File: config.mk
export PLATFORM = sky130hd
export DESIGN_NAME = rf_dump
export DESIGN_NICKNAME = d
export VERILOG_FILES = /design/src/rtl/rf_dump.sv
export SDC_FILE = /design/constraint.sdc
export NUM_CORES = 1
export LEC_CHECK = 0
export BUFFER_PORTS_ARGS = -buffer_cell sky130_fd_sc_hd__clkbuf_2
export CAP_MARGIN = 20
export CORE_MARGIN = 5
export CORE_UTILIZATION = 40
export DETAILED_ROUTE_END_ITERATION = 16
export PLACE_DENSITY = 0.69
export SETUP_SLACK_MARGIN = 0.3
export SYNTH_ARGS = -nofsm -noshare
export SYNTH_HDL_FRONTEND = slang
export SYNTH_SLANG_ARGS = --single-unit
export TNS_END_PERCENT = 10
File: constraint.sdc
create_clock -name clk -period 1.4 [get_ports clk]
set_input_delay 0.21 -clock clk [delete_from_list [all_inputs] [get_ports clk]]
set_output_delay 0.21 -clock clk [all_outputs]
set_load 0.1 [all_outputs]
File: src/rtl/rf_dump.sv
// rf_dump -- sequential reader for a 2**pw x dw register file.
//
// On a start pulse the block walks every register index from 0 to 2**pw-1.
// It drives the index on the combinational read port of the register file,
// captures the returned word into an output register and offers it on a
// valid/ready stream tagged with its index.  It gives a synthesizable
// path from register-file contents to a debug UART, trace buffer or monitor.
//
// Ports:
//   clk        in   1    single clock, all state changes on posedge
//   reset      in   1    synchronous, active-high reset
//   start      in   1    dump request, only honoured while idle
//   rd_addr    out  pw   read address to the register file read port
//   rd_data    in   dw   combinational read data for rd_addr
//   out_valid  out  1    out_data / out_addr hold a word
//   out_ready  in   1    consumer accepts the word together with out_valid
//   out_data   out  dw   captured register value
//   out_addr   out  pw   register index of out_data
//   out_last   out  1    marks the word for index 2**pw-1
//   busy       out  1    a dump is in progress
//   done       out  1    one-cycle pulse after the last word is accepted
module rf_dump #(
   parameter int pw = 4,
   parameter int dw = 8
) (
   input  logic          clk,
   input  logic          reset,
   input  logic          start,
   output logic [pw-1:0] rd_addr,
   input  logic [dw-1:0] rd_data,
   output logic          out_valid,
   input  logic          out_ready,
   output logic [dw-1:0] out_data,
   output logic [pw-1:0] out_addr,
   output logic          out_last,
   output logic          busy,
   output logic          done
);

   typedef enum logic [1:0] {
      IDLE = 2'd0,
      LOAD = 2'd1,
      SEND = 2'd2
   } state_t;

   localparam logic [pw-1:0] LAST_IDX = {pw{1'b1}};
   localparam logic [pw-1:0] IDX_ONE  = {{(pw-1){1'b0}}, 1'b1};

   state_t          state_q;
   logic [pw-1:0]   idx_q;
   logic            out_valid_q;
   logic [dw-1:0]   out_data_q;
   logic [pw-1:0]   out_addr_q;
   logic            out_last_q;
   logic            busy_q;
   logic            done_q;

   // Dump sequencer: state, index counter and all registered outputs.
   always_ff @(posedge clk) begin
      if (reset) begin
         // Any word in flight is dropped and no done pulse is produced.
         state_q     <= IDLE;
         idx_q       <= '0;
         out_valid_q <= 1'b0;
         out_data_q  <= '0;
         out_addr_q  <= '0;
         out_last_q  <= 1'b0;
         busy_q      <= 1'b0;
         done_q      <= 1'b0;
      end else begin
         // done is a single-cycle pulse unless the SEND branch raises it.
         done_q <= 1'b0;
         case (state_q)
            IDLE: begin
               if (start) begin
                  idx_q   <= '0;
                  busy_q  <= 1'b1;
                  state_q <= LOAD;
               end else begin
                  idx_q   <= '0;
                  state_q <= IDLE;
               end
            end
            LOAD: begin
               // Read data is sampled here, so a write to this register
               // landing before this cycle is reflected in the dump.
               out_data_q  <= rd_data;
               out_addr_q  <= idx_q;
               out_last_q  <= (idx_q == LAST_IDX);
               out_valid_q <= 1'b1;
               state_q     <= SEND;
            end
            SEND: begin
               if (out_ready) begin
                  out_valid_q <= 1'b0;
                  if (out_last_q) begin
                     // Terminate on the last index; idx never wraps.
                     done_q  <= 1'b1;
                     busy_q  <= 1'b0;
                     idx_q   <= '0;
                     state_q <= IDLE;
                  end else begin
                     idx_q   <= idx_q + IDX_ONE;
                     state_q <= LOAD;
                  end
               end else begin
                  // Backpressure: every output holds its value.
                  state_q <= SEND;
               end
            end
            default: begin
               state_q     <= IDLE;
               idx_q       <= '0;
               out_valid_q <= 1'b0;
               busy_q      <= 1'b0;
            end
         endcase
      end
   end

   assign rd_addr   = idx_q;
   assign out_valid = out_valid_q;
   assign out_data  = out_data_q;
   assign out_addr  = out_addr_q;
   assign out_last  = out_last_q;
   assign busy      = busy_q;
   assign done      = done_q;

endmodule

==> key figures, run 1 <==
Setup path
  • Largest stage delay on the critical path: 0.46 ns
  • Reg2reg setup slack: 0.24 ns
  • Setup CP Type: reg2reg
  • Critical Path Start: state_q[1]$_SDFF_PP0_
  • Worst-path fanout max: 10
  • Worst R2R Path Depth: 3
  • FF-to-FF Start: state_q[1]$_SDFF_PP0_
  • CP top delay family: flip-flops
  • Critical Path AT: 1.39 ns
  • Crit path launch type: flip-flop
  • Critical Path, Cell by Cell: and4bb_4, nand2_1, a311oi_2
  • Worst path bufs/invs: 0
  • WP data required: ~1.6 ns
  • CP max stage cell: dfxtp_2
  • Worst Setup End Kind: flip-flop
  • Reg-to-Reg End: rd_addr[3]$_SDFFE_PP0P_

Global route
  • First-pass GRT wire length: 3808 um
  • GR Util All Layers: 14.96%
  • Pin count of the biggest net entering global routing: 23
  • GRT Residual Overflow: 0
  • Antenna violations before repair: 0
  • Number of global-route vias before repair: 806

Timing
  • Rel. slew slack: 69.67%
  • Hold Slack: between 0.09 and 0.1 ns
  • Min Tclk post-route: about 1.2 ns
  • RSZ-0062 raised after global routing: yes
  • Skew final: 0.004540 ns
  • Final setup fails: 0
  • Slew at the pin closest to its max-slew limit: approximately 0.45 ns
  • Max Fclk: 864.5 MHz
  • Sum Neg Setup Slack: 0 ns
  • Tcrit/Tclk final: 82.63%
  • Final Hold Fails: 0
  • Final Max Slew Viols: 0

Layout
  • Layout area overhead: 71.51%
  • Final std cells w/o fill: 171
  • Share of cells above drive strength 1: 46.15%
  • Nets@finish: ~160
  • Antenna Cells: 0
  • # fillers: 164

Place
  • Post-DP HPWL: between 1000 and 1500 um
  • Cells after DPL: 162
  • Gpl congestion: 0.7462
  • PortBufs: 31

Routing
  • Final WL: between 2000 and 2500 um
  • DRC: 0
  • DR vias/cell: 5.041
  • WL/cell: between 10 and 15 um
  • First-pass DRT Iterations: 4
  • Remaining antenna violation count: 0
  • Initial detailed-routing violation count: 15
  • Via count: 862

Synthesis
  • Post-synth EDFFs: 0
  • Number of distinct library cells after synthesis: 26
  • Yosys warns: 0
  • Syn Inst Count: 105
  • Post-synthesis async set-or-reset flop share: 0%
  • Synth Net Count: between 100 and 150
  • Synth Register Bits: 22
  • Post-Syn Area: 887.1 um2
  • Predominant post-synthesis flop cell: dfxtp_1
  • Syn_area_per_cell: 8.449 um2
  • Sequential cell area fraction in the yosys report: between 40% and 50%

Floorplanning
  • Die Area: approximately 0.0033 mm2
  • Area of the core: between 0.002 and 0.0025 mm2
  • Num rows: 17
  • Die width: between 50 and 60 um
  • I/O Pins: 32
  • Initial Utilization: 40.89%
  • DIE HEIGHT: 57.10 um

Clocking
  • Htree depth: 1
  • Clk root buf: clkbuf_4
  • CTS tree: built
  • Clk_lat worst skew: slightly above 0.3 ns
  • Max clock buf depth: 2
  • # clock sinks: 22
  • Hold Buf Count CTS: 0
  • CTS clk-pin slew, worst paths: 0.13 ns
  • Num CTS Buffers: 3

Power and ir drop
  • Pwr dens: 934.4 mW/mm2
  • VDD IR-drop max: 0.8618 mV
  • LEAKAGE: roughly 0.58 nW

Worst hold path
  • Hold crit path type: in2reg
  • HP Start: rd_data[3]
  • Hold path depth: 3
  • Hold path endpoint: out_data[3]$_SDFFE_PP0P_

Run status
  • Status: finished, final reports clean

Job
  • MaxCap Viol Count: 0
==> worst max path at each step <==
stage,end,slack [ns],depth (start not counted)
CTS,rd_addr[1],0.26,1
floorplan,out_valid$_SDFFE_PP0P_,0.12,2
global placement,out_last$_SDFFE_PP0P_,0.17,4
finish,rd_addr[3]$_SDFFE_PP0P_,0.24,3
detailed placement,out_last$_SDFFE_PP0P_,0.1,4
global route,out_data[4]$_SDFFE_PP0P_,0.20,4
==> Yosys cell counts (all sizes together) (2+ instances only) <==
master	number	area share, %
a21oi	19	11
buf	4	2.5
clkbuf	2	0.85
dfxtp	22	50
nand2	28	12
nand2b	2	1.4
nor2	6	2.5
nor3	3	1.7
nor3b	2	2.3
o21ai	3	1.7
==> routing by layer <==
layer	GRT usage (%)	vias up	share of wire [%]
met1	19.01	403	46
li1	-	435	-
met3	3.394	4	3.8
met2	23.98	20	49
met5	0	-	0
met4	6.954	0	1.7
==> cell families (layout without fill, tap and decap cells) <==
group | after synthesis | count (layout) | share of synthesized area, %
compound gates | 26 | 26 | 17.77
buf+inv | 7 | 45 | 3.808
fa+ha+maj | 1 | 1 | 1.410
simple gates | 49 | 49 | 27.36
flops | 22 | 22 | 49.65
==> registers in the layout, indices dropped and copies added, names as in the netlist <==
name       flops
out_addr       4
done           1
rd_addr        4
busy           1
out_data       8
state_q        2
out_last       1
out_valid      1
==> cells in the final DEF, fill, tap and decap left out <==
cell type and instances:
clkbuf_8 6, and3b_2 1, a41oi_2 1, clkbuf_2 11, nand3b_1 1, nor4b_2 1, a21oi_1 19, nor2_2 1
dfxtp_2 7, o2111ai_1 1, dfxtp_1 9, and4bb_4 1, o31ai_1 1, nor3_1 3, nor2_1 5, clkbuf_4 3
inv_1 1, ha_4 1, a311oi_2 1, nand2b_1 2, or2b_1 1, dfxtp_4 6, buf_12 6, buf_6 2
nor3b_1 1, o21ai_0 3, nor3b_4 1, buf_4 8, clkbuf_16 8, nand3_1 1, nand4_1 1, nand2_1 28
nor2b_4 1
==> worst register-to-register path, cell delays in order (launching register included) <==
cell	delay (ns)
dfxtp_2	0.46
and4bb_4	0.30
nand2_1	0.07
a311oi_2	0.24
==> where the power goes <==
group	switching, mW	leakage [nW]	total (mW)	internal (mW)
sequential	0.0240	0.186	0.666	0.642
clock	0.202	0.0261	0.420	0.218
combinational	0.214	0.370	0.336	0.122
total	0.440	0.583	1.42	0.982
==> cell type report <==
cell class	instances	area, um2	area share (%)
timing repair buffer	40	515.5	33.88
inverter	1	3.754	0.2467
sequential	22	471.7	31.00
clock buffer	4	47.55	3.125
tap	28	35.03	2.303
multi-input combinational	76	447.9	29.44
==> stage by stage <==
stage	power, mW	setup WS [ns]	instance area [um2]	utilization, %
2_1_floorplan	0.8813	0.1249	914.6	-
3_3_place_gp	0.9378	0.1745	1120	51.61
3_5_place_dp	0.9422	0.09806	1120	51.61
4_1_cts	1.419	0.2607	1506	69.43
5_1_grt	1.481	0.2037	1521	70.13
6_report	1.422	0.2432	1521	70.13
==> timing repair <==
action,CTS,global route
setup endpoints to repair,38,38
gates resized for setup,64,5
setup buffers,5,0
endpoints found under the hold margin,0,0
pin swaps,3,2
Note: power is estimated with default switching activity, not from simulation.
==> run 2: changes to the inputs <==
==> constraint.sdc (replaced) <==
create_clock -name clk -period 1.18 [get_ports clk]
set_input_delay 0.177 -clock clk [delete_from_list [all_inputs] [get_ports clk]]
set_output_delay 0.177 -clock clk [all_outputs]
set_load 0.1 [all_outputs]
==> key figures, run 2 (synthesis results as in run 1) <==
Job
  • MaxCap Viol Count: 0 (unchanged)

Floorplanning
  • DIE HEIGHT: 57.10 um (unchanged)
  • Num rows: 17 (unchanged)
  • Die width: 57.10 um (unchanged)
  • I/O Pins: 32 (unchanged)
  • Initial Utilization: 40.89% (unchanged)
  • Area of the core: 0.002170 mm2 (unchanged)
  • Die Area: 0.003260 mm2 (unchanged)

Power and ir drop
  • Total Power: 1.662 mW (+17%)
  • VDD IR-drop max: 1.092 mV (+27%)
  • LEAKAGE: 0.6135 nW (+5.2%)
  • Pwr dens: 1022 mW/mm2 (+9.4%)

Setup path
  • Critical Path AT: 1.36 ns (-0.03 ns)
  • Worst-path fanout max: 8 (-2)
  • Worst path bufs/invs: 1 (+1)
  • Largest stage delay on the critical path: 0.40 ns (-0.06 ns)
  • WP data required: 1.35 ns (-0.28 ns)
  • CP top delay family: flip-flops
  • Critical Path, Cell by Cell: nor3b_4, buf_6, o31ai_2, a21oi_1
  • Setup CP Type: reg2reg
  • Crit path launch type: flip-flop
  • Worst Setup End Kind: flip-flop
  • CP max stage cell: dfxtp_4

Layout
  • # fillers: 151 (-7.9%)
  • Max reg flops: 8 (unchanged)
  • Most common cell after layout, fill and taps aside: nand2_1
  • Antenna Cells: 0 (unchanged)
  • Most frequent cells in the layout: nand2_1, buf_12, a21oi_1
  • Layout area overhead: 83.22%
  • Nets@finish: 164 (+4.5%)
  • Share of cells above drive strength 1: 56.67% (+11 points)

Clocking
  • Clk_lat worst skew: 0.31 ns (about the same)
  • Hold Buf Count CTS: 0 (unchanged)
  • CTS clk-pin slew, worst paths: 0.13 ns (about the same)
  • Htree depth: 1 (unchanged)
  • Num CTS Buffers: 3 (unchanged)
  • CTS tree: built
  • Max clock buf depth: 2 (unchanged)
  • Clk root buf: clkbuf_4
  • # clock sinks: 22 (unchanged)

Timing
  • Tcrit/Tclk final: 100.6% (+18 points)
  • Final Hold Fails: 0 (unchanged)
  • Min Tclk post-route: 1.187 ns (+0.02977 ns)
  • Rel. slew slack: 68.34% (-1.3 points)
  • Worst Setup Slack, final: -0.006545 ns (-0.2498 ns)
  • Slew at the pin closest to its max-slew limit: 0.4749 ns (+0.01999 ns)
  • RSZ-0062 raised after global routing: yes
  • Final Max Slew Viols: 0 (unchanged)
  • Hold Slack: 0.05786 ns (-0.03937 ns)
  • Skew final: 0.01421 ns (+0.009667 ns)
  • Max Fclk: 842.8 MHz (-2.5%)
  • Final setup fails: 1 (+1)

Routing
  • DRC: 0 (unchanged)
  • Remaining antenna violation count: 0 (unchanged)
  • First-pass DRT Iterations: 4 (unchanged)
  • Via count: 940 (+9.0%)
  • Initial detailed-routing violation count: 32 (+17)
  • DR vias/cell: 5.281 (+4.8%)
  • WL/cell: 15.63 um (+13%)
  • Final WL: 2782 um (+17%)

Global route
  • Antenna violations before repair: 0 (unchanged)
  • GRT Residual Overflow: 0 (unchanged)
  • First-pass GRT wire length: 4416 um (+16%)
  • Number of global-route vias before repair: 946 (+17%)
  • Pin count of the biggest net entering global routing: 23 (unchanged)
  • GR Util All Layers: 17.33% (+2.4 points)

Place
  • PortBufs: 31 (unchanged)
  • Gpl congestion: 0.7411 (-0.68%)
  • Post-DP HPWL: 1773 um (+25%)

Run status
  • Status: finished, violations left
  • Failing checks: negative setup slack

Worst hold path
  • Hold crit path type: in2reg
## run 2: cell types whose count changed in the layout (fill, tap and decap cells not counted), sizes merged
cell	before	now
clkbuf	28	15
buf	16	36
## run 2: tightest hold or removal path: stages
cell and delay, ns:
clkbuf_2 0.08, nand2_1 0.04, a21oi_1 0.05
## run 2: through the flow
| stage | util [%] | instance area, um2 | instances | setup TNS [ns] | worst slack [ns] |
|---|---|---|---|---|---|
| floorplan | - | 937.1 | 105 | -0.05284 | -0.05182 |
| global placement | 67.19 | 1458 | 166 | 0 | 0.04261 |
| detailed placement | 67.19 | 1458 | 166 | -0.05672 | -0.05672 |
| CTS | 74.05 | 1607 | 178 | 0 | 0.04429 |
| global route | 74.91 | 1625 | 178 | -0.1101 | -0.08029 |
| finish | 74.91 | 1625 | 178 | -0.006545 | -0.006545 |
## run 2: final timing paths
path                                    to  cells after the start                startpoint  slack, ns
setup reg to reg   rd_addr[2]$_SDFFE_PP0P_                      4     state_q[1]$_SDFF_PP0_     -0.007
hold reg to reg   out_data[2]$_SDFFE_PP0P_                      2  out_data[2]$_SDFFE_PP0P_       0.48
setup / recovery   rd_addr[2]$_SDFFE_PP0P_                      4     state_q[1]$_SDFF_PP0_     -0.007
hold / removal    out_data[7]$_SDFFE_PP0P_                      3                rd_data[7]       0.06
## run 2: report_power, final
| part | switching (mW) | internal (mW) | leakage [nW] |
|---|---|---|---|
| combinational | 0.272 | 0.179 | 0.402 |
| clock | 0.226 | 0.188 | 0.0210 |
| sequential | 0.0338 | 0.763 | 0.191 |
## run 2: final cells by class
type                    count  area [um2]  share of cell area (%)
repair buffers             47       594.3                   36.57
inverters                   1       3.754                  0.2309
flip-flops and latches     22       483.0                   29.72
well taps                  28       35.03                   2.156
multi-input cells          76       473.0                   29.10
clock buffers               4       36.28                   2.232
## run 2: layer usage
layer	GRT usage [%]	wire [um]
met1	20.39	1154
met2	30.51	1477
met3	2.262	113
met4	8.940	36
met5	0	0
## run 2: timing repair
action                                  CTS  global route
cloned                                    1             0
pin swaps                                 6             3
buffers inserted                          7             0
resized for setup                        16             5
endpoints found under the setup margin   42            42
==> run 3: changes to the inputs <==
--- a/config.mk
+++ b/config.mk
@@ -12,6 +12,7 @@
 export DETAILED_ROUTE_END_ITERATION = 16
 export PLACE_DENSITY = 0.69
 export SETUP_SLACK_MARGIN = 0.3
+export SLEW_MARGIN = 20
 export SYNTH_ARGS = -nofsm -noshare
 export SYNTH_HDL_FRONTEND = slang
 export SYNTH_SLANG_ARGS = --single-unit
==> constraint.sdc (replaced) <==
create_clock -name clk -period 1.5 [get_ports clk]
set_input_delay 0.225 -clock clk [delete_from_list [all_inputs] [get_ports clk]]
set_output_delay 0.225 -clock clk [all_outputs]
set_load 0.1 [all_outputs]
==> key figures, run 3 (synthesis results as in run 1) <==
Job
  • MaxCap Viol Count: 0 (unchanged)

Place
  • Post-DP HPWL: 1429 um (-19%)
  • Gpl congestion: 0.7727 (+4.3%)
  • Cells after DPL: 161 (-3.0%)
  • Dpl ws: 0.2152 ns (+0.2719 ns)
  • PortBufs: 31 (unchanged)

Layout
  • Post-Route Utilization: 56.17% (-19 points)
  • # fillers: 216 (+43%)
  • Antenna Cells: 0 (unchanged)
  • Layout area overhead: 37.38%
  • Nets@finish: 151 (-7.9%)
  • Most frequent cells in the layout: nand2_1, clkbuf_4, a21oi_1
  • Max reg flops: 8 (unchanged)
  • Final std cells w/o fill: 165 (-7.3%)
  • Share of cells above drive strength 1: 37.96% (-19 points)
  • Most common cell after layout, fill and taps aside: nand2_1

Power and ir drop
  • Reg power frac: 51.0% (+3.1 points)
  • Clock share of power: 27.3% (+2.4 points)
  • Comb pwr share: 21.7% (-5.4 points)
  • Switch share: 32.32% (+0.34 points)
  • Pwr dens: 993.3 mW/mm2 (-2.8%)
  • Internal Power: 0.8193 mW (-28%)
  • P_sw: 0.3912 mW (-26%)
  • VDD IR-drop max: 0.7128 mV (-35%)
  • LEAKAGE: 0.4774 nW (-22%)

Setup path
  • Critical path depth: 4 (unchanged)
  • Crit path launch type: flip-flop
  • Worst path bufs/invs: 1 (unchanged)
  • Reg2reg setup slack: 0.19 ns (+0.19 ns)
  • Worst Setup End Kind: flip-flop
  • FF-to-FF Start: state_q[0]$_SDFF_PP0_
  • Worst-path fanout max: 7 (-1)
  • WP data required: 1.72 ns (+0.37 ns)
  • Critical Path AT: 1.53 ns (+0.17 ns)
  • CP max stage cell: dfxtp_2
  • Critical Path, Cell by Cell: buf_4, and4bb_4, a41oi_2, a311oi_2
  • Setup CP Type: reg2reg
  • Reg-to-Reg End: rd_addr[3]$_SDFFE_PP0P_
  • Largest stage delay on the critical path: 0.37 ns (-0.03 ns)
  • Worst R2R Path Depth: 4 (unchanged)
  • CP top delay family: flip-flops

Floorplanning
  • I/O Pins: 32 (unchanged)
  • Die width: 57.10 um (unchanged)
  • Die Area: 0.003260 mm2 (unchanged)
  • DIE HEIGHT: 57.10 um (unchanged)
  • Initial Utilization: 40.89% (unchanged)
  • Area of the core: 0.002170 mm2 (unchanged)
  • Num rows: 17 (unchanged)

Global route
  • GR Util All Layers: 11.92% (-5.4 points)
  • Pin count of the biggest net entering global routing: 23 (unchanged)
  • First-pass GRT wire length: 3091 um (-30%)
  • GRT Residual Overflow: 0 (unchanged)
  • Antenna violations before repair: 0 (unchanged)
  • Number of global-route vias before repair: 731 (-23%)

Timing
  • Worst Setup Slack, final: 0.1872 ns (+0.1938 ns)
  • Tcrit/Tclk final: 87.52% (-13 points)
  • Final Max Slew Viols: 0 (unchanged)
  • Rel. slew slack: 70.07% (+1.7 points)
  • Max Fclk: 761.7 MHz (-9.6%)
  • Final setup fails: 0 (-1)
  • Min Tclk post-route: 1.313 ns (+0.1262 ns)
  • Skew final: 0.003348 ns (-0.01086 ns)
  • Sum Neg Setup Slack: 0 ns (+0.006545 ns)
  • Slew at the pin closest to its max-slew limit: 0.4489 ns (-0.02594 ns)
  • RSZ-0062 raised after global routing: yes
  • Final Hold Fails: 0 (unchanged)

Clocking
  • Num CTS Buffers: 3 (unchanged)
  • Max clock buf depth: 2 (unchanged)
  • CTS clk-pin slew, worst paths: 0.12 ns (about the same)
  • Setup Fix Bufs, Post-CTS: 0 (-7)
  • Clk root buf: clkbuf_4
  • Hold Buf Count CTS: 0 (unchanged)
  • Clk_lat worst skew: 0.31 ns (about the same)
  • CTS tree: built
  • Htree depth: 1 (unchanged)
  • # clock sinks: 22 (unchanged)

Run status
  • Status: finished, final reports clean

Routing
  • Remaining antenna violation count: 0 (unchanged)
  • Initial detailed-routing violation count: 10 (-69%)
  • First-pass DRT Iterations: 6 (+2)
  • DRC: 0 (unchanged)
  • Final WL: 2037 um (-27%)
  • DR vias/cell: 5.109 (-3.3%)
  • Via count: 843 (-10%)
  • WL/cell: 12.35 um (-21%)

Worst hold path
  • Hold path depth: 3 (unchanged)
  • Hold crit path type: in2reg
  • Hold path endpoint: out_data[5]$_SDFFE_PP0P_
  • HP Start: rd_data[5]
## run 3: per-layer routing
layer | vias up | share of wire [%] | GRT usage (%)
li1 | 426 | - | -
met1 | 393 | 43 | 13.32
met2 | 20 | 51 | 21.21
met3 | 4 | 4.7 | 2.489
met4 | 0 | 1.2 | 5.960
met5 | - | 0 | 0
## run 3: timing repair
item / CTS / global route
resized for setup: 24 / 3
setup endpoints to repair: 30 / 34
pin swaps: 1 / 0
## run 3: area by class of cell
cell class / count / area (um2) / area share (%)
sequential: 22 / 457.9 / 37.58
multi-input combinational: 76 / 421.7 / 34.60
timing repair buffer: 34 / 264.0 / 21.66
clock buffer: 4 / 36.28 / 2.977
tap: 28 / 35.03 / 2.875
inverter: 1 / 3.754 / 0.3080
## run 3: power by group through the flow
stage | Combinational (mW) | Sequential (mW) | Clock, mW
final | 0.262 | 0.618 | 0.330
after floorplan | 0.0720 | 0.750 | 0
after global placement | 0.247 | 0.628 | 0
after global routing | 0.274 | 0.621 | 0.360
after CTS | 0.259 | 0.618 | 0.332
after detailed placement | 0.250 | 0.630 | 0
## run 3: worst max path at each step
stage,endpoint,startpoint
final,rd_addr[3]$_SDFFE_PP0P_,state_q[0]$_SDFF_PP0_
after global routing,rd_addr[3]$_SDFFE_PP0P_,state_q[0]$_SDFF_PP0_
after CTS,rd_addr[3],rd_addr[3]$_SDFFE_PP0P_
after detailed placement,rd_addr[3]$_SDFFE_PP0P_,state_q[0]$_SDFF_PP0_
after global placement,rd_addr[3]$_SDFFE_PP0P_,state_q[0]$_SDFF_PP0_
after floorplan,out_valid$_SDFFE_PP0P_,out_valid$_SDFFE_PP0P_
## run 3: worst register-to-register path: cells and delay by family (launching register included)
family	cells	cell delay, ns
buf+inv	1	0.17
compound gates	2	0.35
simple gates	1	0.34
flops	1	0.37
## run 3: metrics by stage
stage               hold WS [ns]  total power [mW]  area, um2
floorplan                 0.2933            0.8221      902.1
global placement          0.4423            0.8756       1097
detailed placement        0.4496            0.8794       1097
CTS                       0.1171             1.209       1209
global route              0.1102             1.256       1219
finish                    0.1168             1.210       1219
